--- src/rtl/tcm_port_arbiter.sv ---
`default_nettype none
// +--------------------------------------------------------------------------+
// | Module   : tcm_port_arbiter                                              |
// | Purpose  : Shares one single-port TCM (1-cycle read latency, byte-masked |
// |            write) between two requesters: m0 (core LSU) and m1           |
// |            (debug/DMA). One outstanding access, round-robin or fixed     |
// |            priority, back-to-back throughput of one access per cycle.    |
// | Ports    :                                                               |
// |   clk, rst_n          clock, asynchronous active-low reset               |
// |   mN_req_*            request channel (valid/ready, addr, we, wem, wdata)|
// |   mN_rsp_*            response channel (valid/ready, rdata, err)         |
// |   ram_addr/we/wem/din RAM command, driven in the grant cycle             |
// |   ram_dout            RAM read data, valid the cycle after the address   |
// | Revision : 1.0 - initial release                                         |
// +--------------------------------------------------------------------------+
module tcm_port_arbiter #(
  parameter int DP        = 512,
  parameter int DW        = 32,
  parameter int MW        = 4,
  parameter int AW        = 32,
  parameter int FIXED_PRI = 0
) (
  input  logic                  clk,
  input  logic                  rst_n,
  // requester 0
  input  logic                  m0_req_valid,
  output logic                  m0_req_ready,
  input  logic [AW-1:0]         m0_req_addr,
  input  logic                  m0_req_we,
  input  logic [MW-1:0]         m0_req_wem,
  input  logic [DW-1:0]         m0_req_wdata,
  output logic                  m0_rsp_valid,
  input  logic                  m0_rsp_ready,
  output logic [DW-1:0]         m0_rsp_rdata,
  output logic                  m0_rsp_err,
  // requester 1
  input  logic                  m1_req_valid,
  output logic                  m1_req_ready,
  input  logic [AW-1:0]         m1_req_addr,
  input  logic                  m1_req_we,
  input  logic [MW-1:0]         m1_req_wem,
  input  logic [DW-1:0]         m1_req_wdata,
  output logic                  m1_rsp_valid,
  input  logic                  m1_rsp_ready,
  output logic [DW-1:0]         m1_rsp_rdata,
  output logic                  m1_rsp_err,
  // RAM side
  output logic [$clog2(DP)-1:0] ram_addr,
  output logic                  ram_we,
  output logic [MW-1:0]         ram_wem,
  output logic [DW-1:0]         ram_din,
  input  logic [DW-1:0]         ram_dout
);

  localparam int            RAM_AW   = $clog2(DP);
  // Depth expressed at word-index width plus one bit so the compare below
  // never truncates DP.
  localparam logic [AW-2:0] DP_WORDS = (AW-1)'(DP);

  typedef enum logic [0:0] {
    S_IDLE = 1'b0,
    S_RESP = 1'b1
  } state_e;

  state_e            state_q, state_d;
  logic              owner_q, owner_d;       // port whose response is pending
  logic              wr_q, wr_d;             // pending access was a write
  logic              err_q, err_d;           // pending access was out of range
  logic              rr_ptr_q, rr_ptr_d;     // port that wins the next conflict
  logic [RAM_AW-1:0] hold_addr_q, hold_addr_d;

  // Byte-offset bits play no role in a word-wide TCM.
  logic unused_addr_lsbs;
  assign unused_addr_lsbs = ^{m0_req_addr[1:0], m1_req_addr[1:0]};

  function automatic logic out_of_range(input logic [AW-3:0] word);
    return {1'b0, word} >= DP_WORDS;
  endfunction

  // --------------------------------------------------------------------------
  // Arbitration
  // --------------------------------------------------------------------------
  logic          owner_rsp_ready;
  logic          win_open;
  logic          gnt_any;
  logic          gnt_port;
  logic [AW-3:0] sel_word;
  logic          sel_we;
  logic [MW-1:0] sel_wem;
  logic [DW-1:0] sel_wdata;
  logic          sel_err;

  always_comb begin
    owner_rsp_ready = owner_q ? m1_rsp_ready : m0_rsp_ready;

    // A new access may start when idle or when the pending response is being
    // consumed this very cycle. Gating with rst_n keeps every ready low while
    // reset is asserted, independent of requester activity.
    win_open = rst_n & ((state_q == S_IDLE) |
                        ((state_q == S_RESP) & owner_rsp_ready));

    gnt_any = win_open & (m0_req_valid | m1_req_valid);

    if (m0_req_valid & m1_req_valid) begin
      gnt_port = (FIXED_PRI != 0) ? 1'b0 : rr_ptr_q;
    end else begin
      gnt_port = ~m0_req_valid;
    end

    sel_word  = gnt_port ? m1_req_addr[AW-1:2] : m0_req_addr[AW-1:2];
    sel_we    = gnt_port ? m1_req_we           : m0_req_we;
    sel_wem   = gnt_port ? m1_req_wem          : m0_req_wem;
    sel_wdata = gnt_port ? m1_req_wdata        : m0_req_wdata;
    sel_err   = out_of_range(sel_word);
  end

  assign m0_req_ready = gnt_any & ~gnt_port;
  assign m1_req_ready = gnt_any &  gnt_port;

  // --------------------------------------------------------------------------
  // RAM command
  // --------------------------------------------------------------------------
  always_comb begin
    // Outside a grant the RAM keeps reading the held word, so a stalled read
    // response keeps seeing the same data on ram_dout.
    ram_addr = (state_q == S_RESP) ? hold_addr_q : '0;
    ram_we   = 1'b0;
    ram_wem  = '0;
    ram_din  = '0;
    if (gnt_any) begin
      ram_addr = sel_word[RAM_AW-1:0];
      ram_we   = sel_we & ~sel_err;
      ram_wem  = sel_wem;
      ram_din  = sel_wdata;
    end
  end

  // --------------------------------------------------------------------------
  // Next state
  // --------------------------------------------------------------------------
  always_comb begin
    state_d     = state_q;
    owner_d     = owner_q;
    wr_d        = wr_q;
    err_d       = err_q;
    rr_ptr_d    = rr_ptr_q;
    hold_addr_d = hold_addr_q;

    if (gnt_any) begin
      // Covers both the idle start and the back-to-back hand-over where the
      // previous response completes in the same cycle.
      state_d     = S_RESP;
      owner_d     = gnt_port;
      wr_d        = sel_we;
      err_d       = sel_err;
      hold_addr_d = sel_word[RAM_AW-1:0];
      if (FIXED_PRI == 0) begin
        rr_ptr_d = ~gnt_port;
      end
    end else if ((state_q == S_RESP) & owner_rsp_ready) begin
      state_d = S_IDLE;
    end
  end

  always_ff @(posedge clk or negedge rst_n) begin
    if (!rst_n) begin
      state_q     <= S_IDLE;
      owner_q     <= 1'b0;
      wr_q        <= 1'b0;
      err_q       <= 1'b0;
      rr_ptr_q    <= 1'b0;
      hold_addr_q <= '0;
    end else begin
      state_q     <= state_d;
      owner_q     <= owner_d;
      wr_q        <= wr_d;
      err_q       <= err_d;
      rr_ptr_q    <= rr_ptr_d;
      hold_addr_q <= hold_addr_d;
    end
  end

  // --------------------------------------------------------------------------
  // Response channel
  // --------------------------------------------------------------------------
  logic          rsp_active;
  logic [DW-1:0] rsp_data;

  always_comb begin
    rsp_active = (state_q == S_RESP);
    // Writes and rejected accesses never expose RAM contents.
    rsp_data   = (~wr_q & ~err_q) ? ram_dout : '0;
  end

  assign m0_rsp_valid = rsp_active & ~owner_q;
  assign m1_rsp_valid = rsp_active &  owner_q;
  assign m0_rsp_rdata = m0_rsp_valid ? rsp_data : '0;
  assign m1_rsp_rdata = m1_rsp_valid ? rsp_data : '0;
  assign m0_rsp_err   = m0_rsp_valid & err_q;
  assign m1_rsp_err   = m1_rsp_valid & err_q;

endmodule
`default_nettype wire

--- config.mk ---
export PLATFORM = sky130hd
export DESIGN_NAME = tcm_port_arbiter
export DESIGN_NICKNAME = d
export VERILOG_FILES = /design/src/rtl/tcm_port_arbiter.sv
export SDC_FILE = /design/constraint.sdc
export NUM_CORES = 1
export LEC_CHECK = 0
export ABC_AREA = 1
export CORE_AREA = 3 3 114 116
export CTS_BUF_LIST = sky130_fd_sc_hd__clkbuf_8
export DETAILED_ROUTE_END_ITERATION = 16
export DIE_AREA = 0 0 117 119
export PLACE_DENSITY = 0.68
export SKIP_CTS_REPAIR_TIMING = 1
export SYNTH_ARGS = -nofsm -noshare
export SYNTH_HDL_FRONTEND = slang
export SYNTH_SLANG_ARGS = --single-unit
--- constraint.sdc ---
create_clock -name clk -period 3.7 [get_ports clk]
set_clock_uncertainty 0.2 [all_clocks]
set_input_delay 1.11 -clock clk [delete_from_list [all_inputs] [get_ports clk]]
set_output_delay 1.11 -clock clk [all_outputs]
set_load 0.005 [all_outputs]
==> results of run 1 <==
-- worst reg2reg max path, cell delays in order (launching register included) --
cell and delay, ns:
dfrtp_1 0.43, nand2_2 0.11, inv_2 0.04, nand2_2 0.09, nand3_4 0.08, nor2_4 0.18
inv_4 0.07, buf_12 0.13, buf_12 0.13, buf_4 0.13, buf_4 0.15, nand2_1 0.06
nand2_1 0.05
-- cells by family after synthesis --
| logic type | synth area share [%] |
|---|---|
| AO/OA/AOI/OAI | 12.9 |
| AND/OR/NAND/NOR | 53.3 |
| buffers and inverters | 17.0 |
| flip-flops | 16.8 |
-- registers in the layout, indices dropped and copies added (netlist names) --
signal and cells:
hold_addr_q 9, err_q 1, owner_q 1, rr_ptr_q 1, rsp_active 1, wr_q 1
-- path summary, 6_finish.rpt --
path / startpoint / end / cells past startpoint
worst max-delay path: ram_dout[5] / m1_rsp_rdata[5] / 4
worst min-delay path: hold_addr_q[8]$_DFFE_PN0P_ / hold_addr_q[8]$_DFFE_PN0P_ / 2
worst max register to register: owner_q$_DFFE_PN0P_ / err_q$_DFFE_PN0P_ / 12
worst min register to register: hold_addr_q[8]$_DFFE_PN0P_ / hold_addr_q[8]$_DFFE_PN0P_ / 2
max in group asynchronous: rst_n / hold_addr_q[5]$_DFFE_PN0P_ / 2
min in group asynchronous: rst_n / err_q$_DFFE_PN0P_ / 2
-- synthesized netlist by cell type, types with 2 or more instances --
master | instances | area (µm²)
nand2_1 | 164 | 616
nor3_1 | 65 | 325
inv_1 | 54 | 203
a21oi_1 | 28 | 140
nor2_1 | 23 | 86.3
clkbuf_1 | 15 | 56.3
dfrtp_1 | 14 | 350
a21oi_2 | 9 | 78.8
buf_2 | 7 | 35.0
o21ai_0 | 7 | 35.0
buf_1 | 5 | 18.8
nand3_1 | 4 | 20.0
inv_2 | 3 | 11.3
o21ai_1 | 3 | 15.0
and2_1 | 2 | 12.5
buf_6 | 2 | 22.5
nand2_2 | 2 | 12.5
nor2_4 | 2 | 22.5
-- final cells by class --
type	count	area, µm²	area share [%]
well taps	147	184	3.16
clock buffers	4	55.1	0.946
inverters	57	221	3.80
flip-flops and latches	14	350	6.02
repair buffers	329	3570	61.3
multi-input cells	311	1440	24.8
-- per-stage QoR --
stage | instance area, µm² | std cells | util (%) | hold WS (ns)
floorplan | 2080 | 412 | - | 0.242
global placement | 5290 | 846 | 44.1 | 0.254
detailed placement | 5290 | 846 | 44.1 | 0.258
CTS | 5350 | 850 | 44.5 | 0.274
global route | 5820 | 862 | 48.5 | 0.304
finish | 5820 | 862 | 48.5 | 0.270
-- layer usage --
metal  up-vias  part of all wire (%)
li1       1879                     -
met1      1630                    36
met2       182                    53
met3        12                   9.9
met4         0                   1.4
met5         -                     0
-- power by group --
group	internal (µW)	total [µW]	switching (µW)
Clock	94.2	152	57.4
Combinational	639	1200	562
Sequential	207	240	33.0
==> metrics.txt, run 1 <==
GR Util met3=4.12%; VDD IR max=0.000169 V; pin count of the biggest net entering global routing=44; met1 usage=14.6%; Via-to-Cell Ratio=4.30; critical path startpoint category=input pin; Final GP Congestion=0.846; worst-margin pin slew=0.995 ns; Area Overhead vs Synth=179%; Die Y-Extent=119 µm; vias in the first global route=3,468; clk buf depth=2; Worst-path clk slew=0.06 ns; final setup violation count=0; total gr overflow=0; Synth Flop Type=dfrtp_1; Inserted Diodes=0; crit path kind=in -> out; HPWL Detailed=9.36 mm; initial antenna violation count=0; worst path cell trace=clkdlybuf4s50_1 -> inv_1 -> nor3_1 -> clkdlybuf4s50_1; port bufs=287; RSZ-0062 raised after global routing=true; Hold Path Class=reg -> reg; Placement Rows=40; Avg WL per Cell=14.1 µm; slowest CP cell=clkdlybuf4s50_1; Overall Global Routing Usage=14.4%; drt first pass iters=4; Slew Limit Fails=0; Die ar.=13,900 µm²; die span in x=117 µm; Period minus WS final=3.70 ns; Fin. Hold Viols=0; commonest cells after routing, fill and taps aside=clkdlybuf4s50_1 (199), nand2_1 (160), dlymetal6s2s_1 (87); Synth Instances=412; Setup WS post-layout=0.00344 ns; Final #Nets=892; fin crit share=99.9%; Post-Syn Area=2080 µm²; critical path peak fanout=2; crit-path leading delay family=buffers and inverters; Seq/Total Area, Yosys=16.8%; syn_nets=588; slew margin rel.=33.6%; CP Capture Type=primary output; Leak Pwr=0.00384 µW; Max-Cap Viols=0; DRT iter0 DRCs=77; routed vias=3,703; register-to-register setup slack=1.74 ns; worst-skew pair later-pin latency=0.24 ns; post-route ant nets=0; GR peak layer=met2; Ys Warns=0; fraction of layout cells with a size suffix above 1=10.6%; largest incremental delay on the critical path=0.56 ns; core box area=12,000 µm²; status=finished, final reports clean; Initial Util=17.4%; ys async rst share=100%; Inserted Clock Buffers=3; # IOs=292; Crit path required time=2.39 ns; number of enable flip-flop cells after synthesis=0; pwr/cell area=274 nW/µm²; Design Power=1590 µW; DRC violations left=0; Peak Freq=271 MHz; most frequent CP cell=clkdlybuf4s50_1; clock root cell=clkbuf_8; post-synth cell types=21; Mapped Avg Cell Area=5.06 µm²; # H-tree levels=1; Routed WL=12.2 mm; first-pass GRT wire length=16.4 mm; Fillers=1,167; GR Util met2=28.0%; CTS tree=built; CP Buf/Inv Count=3; most common cell after layout, fill and taps aside=clkdlybuf4s50_1; clock sinks=14; Setup WS pre-CTS=-0.539 ns; CP Data Arrival Time=2.39 ns; post-route setup TNS=0 ns; post-synthesis register bit count=14
Note: power is estimated with default switching activity, not from simulation.
==> run 2: changes to the inputs <==
Settings changed: SKIP_CTS_REPAIR_TIMING 1 to default.
==> run 2 against run 1 <==
Net effect: clock-buffer cell count is the same; worst hold slack is essentially flat; sequential power is essentially flat; via count grew 1.0%; clock power is essentially flat; combinational power is essentially flat; largest power group unchanged; worst setup slack gained 0.0082 ns; fmax grew 0.22%; sequential cell count is the same; sequential share of layout area grew 0.25 points; die area is the same; power grew 0.54%.
==> metrics.txt, run 2 (synthesized netlist as in run 1, its figures left out) <==
DRC violations left=0; Final #Nets=894; post-route ant nets=0; Initial Util=17.4%; sequential share of power=15.0%; Inserted Clock Buffers=3; status=finished, final reports clean; final setup violation count=0; drt first pass iters=6; sw power=673 µW; CP Capture Type=primary output; Clock Power Share=9.5%; Fillers=1,203; Biggest register=hold_addr_q; clk buf depth=2; critical path startpoint category=input pin; CP Buf/Inv Count=3; port bufs=287; # H-tree levels=1; Routed WL=12.1 mm; VDD IR max=0.000170 V; HPWL Detailed=9.36 mm; Area Overhead vs Synth=168%; Slew Limit Fails=0; Setup WS post-layout=0.0117 ns; Int Pwr=929 µW; Non-Filler Instances=864; Inserted Diodes=0; Max-Cap Viols=0; fraction of layout cells with a size suffix above 1=19.5%; Worst Reg-to-Reg Cells=12; vias in the first global route=3,652; Fin. Hold Viols=0; worst-skew pair later-pin latency=0.24 ns; clock root cell=clkbuf_8; CP Depth=4; Worst-path clk slew=0.06 ns; Peak Freq=271 MHz; Die Y-Extent=119 µm; Crit path required time=2.39 ns; first-pass GRT wire length=17.7 mm; Final Util=46.5%; placed cells=846; Avg WL per Cell=14.0 µm; crit-path leading delay family=buffers and inverters; hold depth=2; Overall Global Routing Usage=15.9%; total gr overflow=0; worst path cell trace=clkdlybuf4s50_1 -> inv_1 -> nor3_1 -> clkdlybuf4s50_1; Period minus WS final=3.69 ns; clock sinks=14; DRT iter0 DRCs=67; pwr/cell area=287 nW/µm²; Leak Pwr=0.00310 µW; largest incremental delay on the critical path=0.55 ns; Die ar.=13,900 µm²; most common cell after layout, fill and taps aside=clkdlybuf4s50_1; Via-to-Cell Ratio=4.33; pin count of the biggest net entering global routing=34; die span in x=117 µm; commonest cells after routing, fill and taps aside=clkdlybuf4s50_1 (199), nand2_1 (154), nor3_1 (60); final hold slack=0.270 ns; Design Power=1600 µW; max reg flops=9; core box area=12,000 µm²; slew margin rel.=34.3%; Hold Path Class=reg -> reg; initial antenna violation count=0; Setup WS pre-CTS=-0.539 ns; worst-margin pin slew=0.985 ns; CTS tree=built; routed vias=3,741; fin crit share=99.7%; critical path peak fanout=2; most frequent CP cell=clkdlybuf4s50_1; Final GP Congestion=0.846; crit path kind=in -> out; switching part of the total=42.0%; # IOs=292; slowest CP cell=clkdlybuf4s50_1; Placement Rows=40; CP Data Arrival Time=2.38 ns; Logic pwr share=75.5%
[run 2: cell type report]
cell class	count	area, µm²	area share, %
clock buffers	4	55.1	0.985
repair buffers	331	3260	58.4
flip-flops and latches	14	350	6.27
multi-input cells	311	1520	27.1
well taps	147	184	3.29
inverters	57	221	3.96
[run 2: path summary, 6_finish.rpt]
kind | end | startpoint | slack (ns)
worst max-delay path | m1_rsp_rdata[5] | ram_dout[5] | 0.01
worst min-delay path | hold_addr_q[8]$_DFFE_PN0P_ | hold_addr_q[8]$_DFFE_PN0P_ | 0.27
worst max register to register | err_q$_DFFE_PN0P_ | owner_q$_DFFE_PN0P_ | 1.77
worst min register to register | hold_addr_q[8]$_DFFE_PN0P_ | hold_addr_q[8]$_DFFE_PN0P_ | 0.27
max in group asynchronous | hold_addr_q[5]$_DFFE_PN0P_ | rst_n | 2.26
min in group asynchronous | err_q$_DFFE_PN0P_ | rst_n | 0.85
[run 2: worst register-to-register path: stages (launching register included)]
cell and delay (ns):
dfrtp_1 0.44, nand2_2 0.11, inv_2 0.04, nand2_2 0.08, nand3_4 0.09, nor2_4 0.12
buf_6 0.12, inv_6 0.06, buf_16 0.15, buf_4 0.15, buf_4 0.16, nand2_1 0.06
nand2_1 0.05
[run 2: metal layers]
metal | track usage, % | wire length [µm]
met1 | 15.8 | 4320
met2 | 31.0 | 6380
met3 | 3.86 | 1150
met4 | 5.38 | 257
met5 | 0 | 0
[run 2: timing repair]
action	4_1_cts	5_1_grt
gates cloned	6	0
setup endpoints to repair	55	39
pin swaps	6	5
resized for setup	230	42
hold buffers	0	0
buffers inserted	9	0
[run 2: per-stage QoR]
step           setup TNS, ns  area, µm²
4_1_cts                    0       5530
3_5_place_dp          -22.70       5290
2_1_floorplan              0       2080
5_1_grt              -0.0682       5590
3_3_place_gp          -21.58       5290
6_report                   0       5590
[run 2: power by group through the flow]
stage | combinational, µW | sequential (µW) | clock, µW
2_1_floorplan | 477 | 234 | 0
3_3_place_gp | 1130 | 241 | 0
3_5_place_dp | 1150 | 241 | 0
4_1_cts | 1240 | 240 | 155
5_1_grt | 1330 | 248 | 162
6_report | 1210 | 239 | 152
==> run 3: changes to the inputs <==
Settings changed: DONT_BUFFER_PORTS from default to 1, PLACE_DENSITY 0.68 to 0.38.
Clock period 3.7 ns to 4.4 ns, I/O delays scaled along.
==> run 3 against run 2 <==
Net effect: sequential share of layout area is 9.2 points higher; final cell count fell by 37%; global-route usage decreased by 6.3 points; clock power is 16% lower; worst setup slack improved by 0.48 ns; clock-buffer cell count unchanged; largest power group unchanged; critical path depth is 5 higher; combinational power down 61%; worst hold slack got worse by 0.0016 ns; via count is 33% lower; non-clock buffer count shrank 321; utilization is 28 points lower.
==> metrics.txt, run 3 (synthesized netlist as in run 1, its figures left out) <==
Die Y-Extent=119 µm; sw power=434 µW; Max-Cap Viols=0; Avg WL per Cell=14.4 µm; status=finished, final reports clean; Period minus WS final=3.90 ns; Worst Reg-to-Reg Cells=10; Crit path required time=2.88 ns; reg2reg end=rr_ptr_q$_DFFE_PN0P_; critical path startpoint category=input pin; PostCTS Resize Cnt=0; post-route setup TNS=0 ns; Clock Power Share=15.9%; fin crit share=88.7%; Die ar.=13,900 µm²; CP Capture Type=primary output; final setup violation count=0; sequential share of power=26.2%; port bufs=0; routed vias=2,502; Biggest register=hold_addr_q; CTS tree=built; clock root cell=clkbuf_8; Logic pwr share=58.0%; Hold Path Class=reg -> reg; switching part of the total=53.7%; VDD IR max=0.0000792 V; Min-Delay Endpoint=hold_addr_q[5]$_DFFE_PN0P_; Worst-path clk slew=0.06 ns; Fin. Hold Viols=0; Inserted Diodes=0; Int Pwr=374 µW; slowest CP cell=buf_4; Overall Global Routing Usage=9.58%; Setup WS post-layout=0.497 ns; DRT iter0 DRCs=73; HPWL Detailed=6.64 mm; crit path kind=in -> out; hold depth=2; RSZ-0062 raised after global routing=false; most common cell after layout, fill and taps aside=nand2_1; first-pass GRT wire length=10.5 mm; Leak Pwr=0.00112 µW; hold buffer count at CTS=0; hold path start=hold_addr_q[5]$_DFFE_PN0P_; Initial Util=17.4%; commonest cells after routing, fill and taps aside=nand2_1 (163), nor3_1 (65), inv_1 (54); CP Data Arrival Time=2.38 ns; post-route ant nets=0; Slew Limit Fails=0; fin area=2260 µm²; clock sinks=14; die span in x=117 µm; clk buf depth=2; Final GP Congestion=0.744; DRC violations left=0; core box area=12,000 µm²; final hold slack=0.269 ns; Placed Area=2210 µm²; pin count of the biggest net entering global routing=65; # H-tree levels=1; max reg flops=9; Final #Nets=573; largest incremental delay on the critical path=0.29 ns; drt first pass iters=5; Area Overhead vs Synth=8.46%; worst-skew pair later-pin latency=0.24 ns; post-CTS setup buffers=0; Peak Freq=256 MHz; pwr/cell area=357 nW/µm²; fraction of layout cells with a size suffix above 1=8.08%; Setup WS pre-CTS=0.467 ns; Design Power=808 µW; worst-margin pin slew=0.998 ns; worst path cell trace=nand2_1 -> nand2_1 -> inv_1 -> buf_4 -> nand2_1 -> nand2_1 -> nand2_1 -> o21ai_0 -> buf_4; critical path peak fanout=33; register-to-register setup slack=2.11 ns; total gr overflow=0; # IOs=292; Via-to-Cell Ratio=4.61; most frequent CP cell=nand2_1; Placement Rows=40; Inserted Clock Buffers=3; vias in the first global route=2,140; initial antenna violation count=0; worst r2r src=rsp_active$_DFFE_PN0P_; Routed WL=7.82 mm; slew margin rel.=33.2%
## run 3: worst max-delay path by stage
stage	depth (start not counted)	from	end	slack (ns)
floorplan	7	m1_req_valid	ram_din[10]	0.69
global placement	9	m1_req_valid	ram_addr[3]	0.49
detailed placement	8	m1_req_valid	ram_addr[3]	0.47
CTS	8	m1_req_valid	ram_addr[3]	0.47
global route	9	m1_req_valid	ram_addr[3]	0.32
finish	9	m1_req_valid	ram_addr[3]	0.50
## run 3: final cells by class
| cell class | instances | area [µm²] |
|---|---|---|
| Fill cell | 1372 | 9750 |
| Multi-Input combinational cell | 311 | 1380 |
| Clock buffer | 4 | 55.1 |
| Timing Repair Buffer | 10 | 75.1 |
| Tap cell | 147 | 184 |
| Sequential cell | 14 | 350 |
| Inverter | 57 | 214 |
## run 3: power by group through the flow
stage               combinational, µW  sequential, µW  clock (µW)
finish                            468             211         128
global route                      546             219         139
CTS                               479             212         136
detailed placement                479             215           0
global placement                  469             213           0
floorplan                         401             197           0
## run 3: stage by stage
| stage | instances | util, % |
|---|---|---|
| after detailed placement | 539 | 18.4 |
| final | 543 | 18.8 |
| after global placement | 539 | 18.4 |
| after CTS | 543 | 18.8 |
| after global routing | 543 | 18.8 |
| after floorplan | 412 | - |
## run 3: metal layers
layer	track usage (%)	vias to the layer above	part of all wire, %
li1	-	1241	-
met3	0.711	2	8.1
met2	19.6	182	53
met1	10.0	1077	38
met4	2.58	0	0.69
met5	0	-	0
## run 3: worst max-delay path, delay by kind of cell
family	cells	cell delay (ns)
compound gates	1	0.09
simple gates	5	0.47
buf+inv	3	0.48
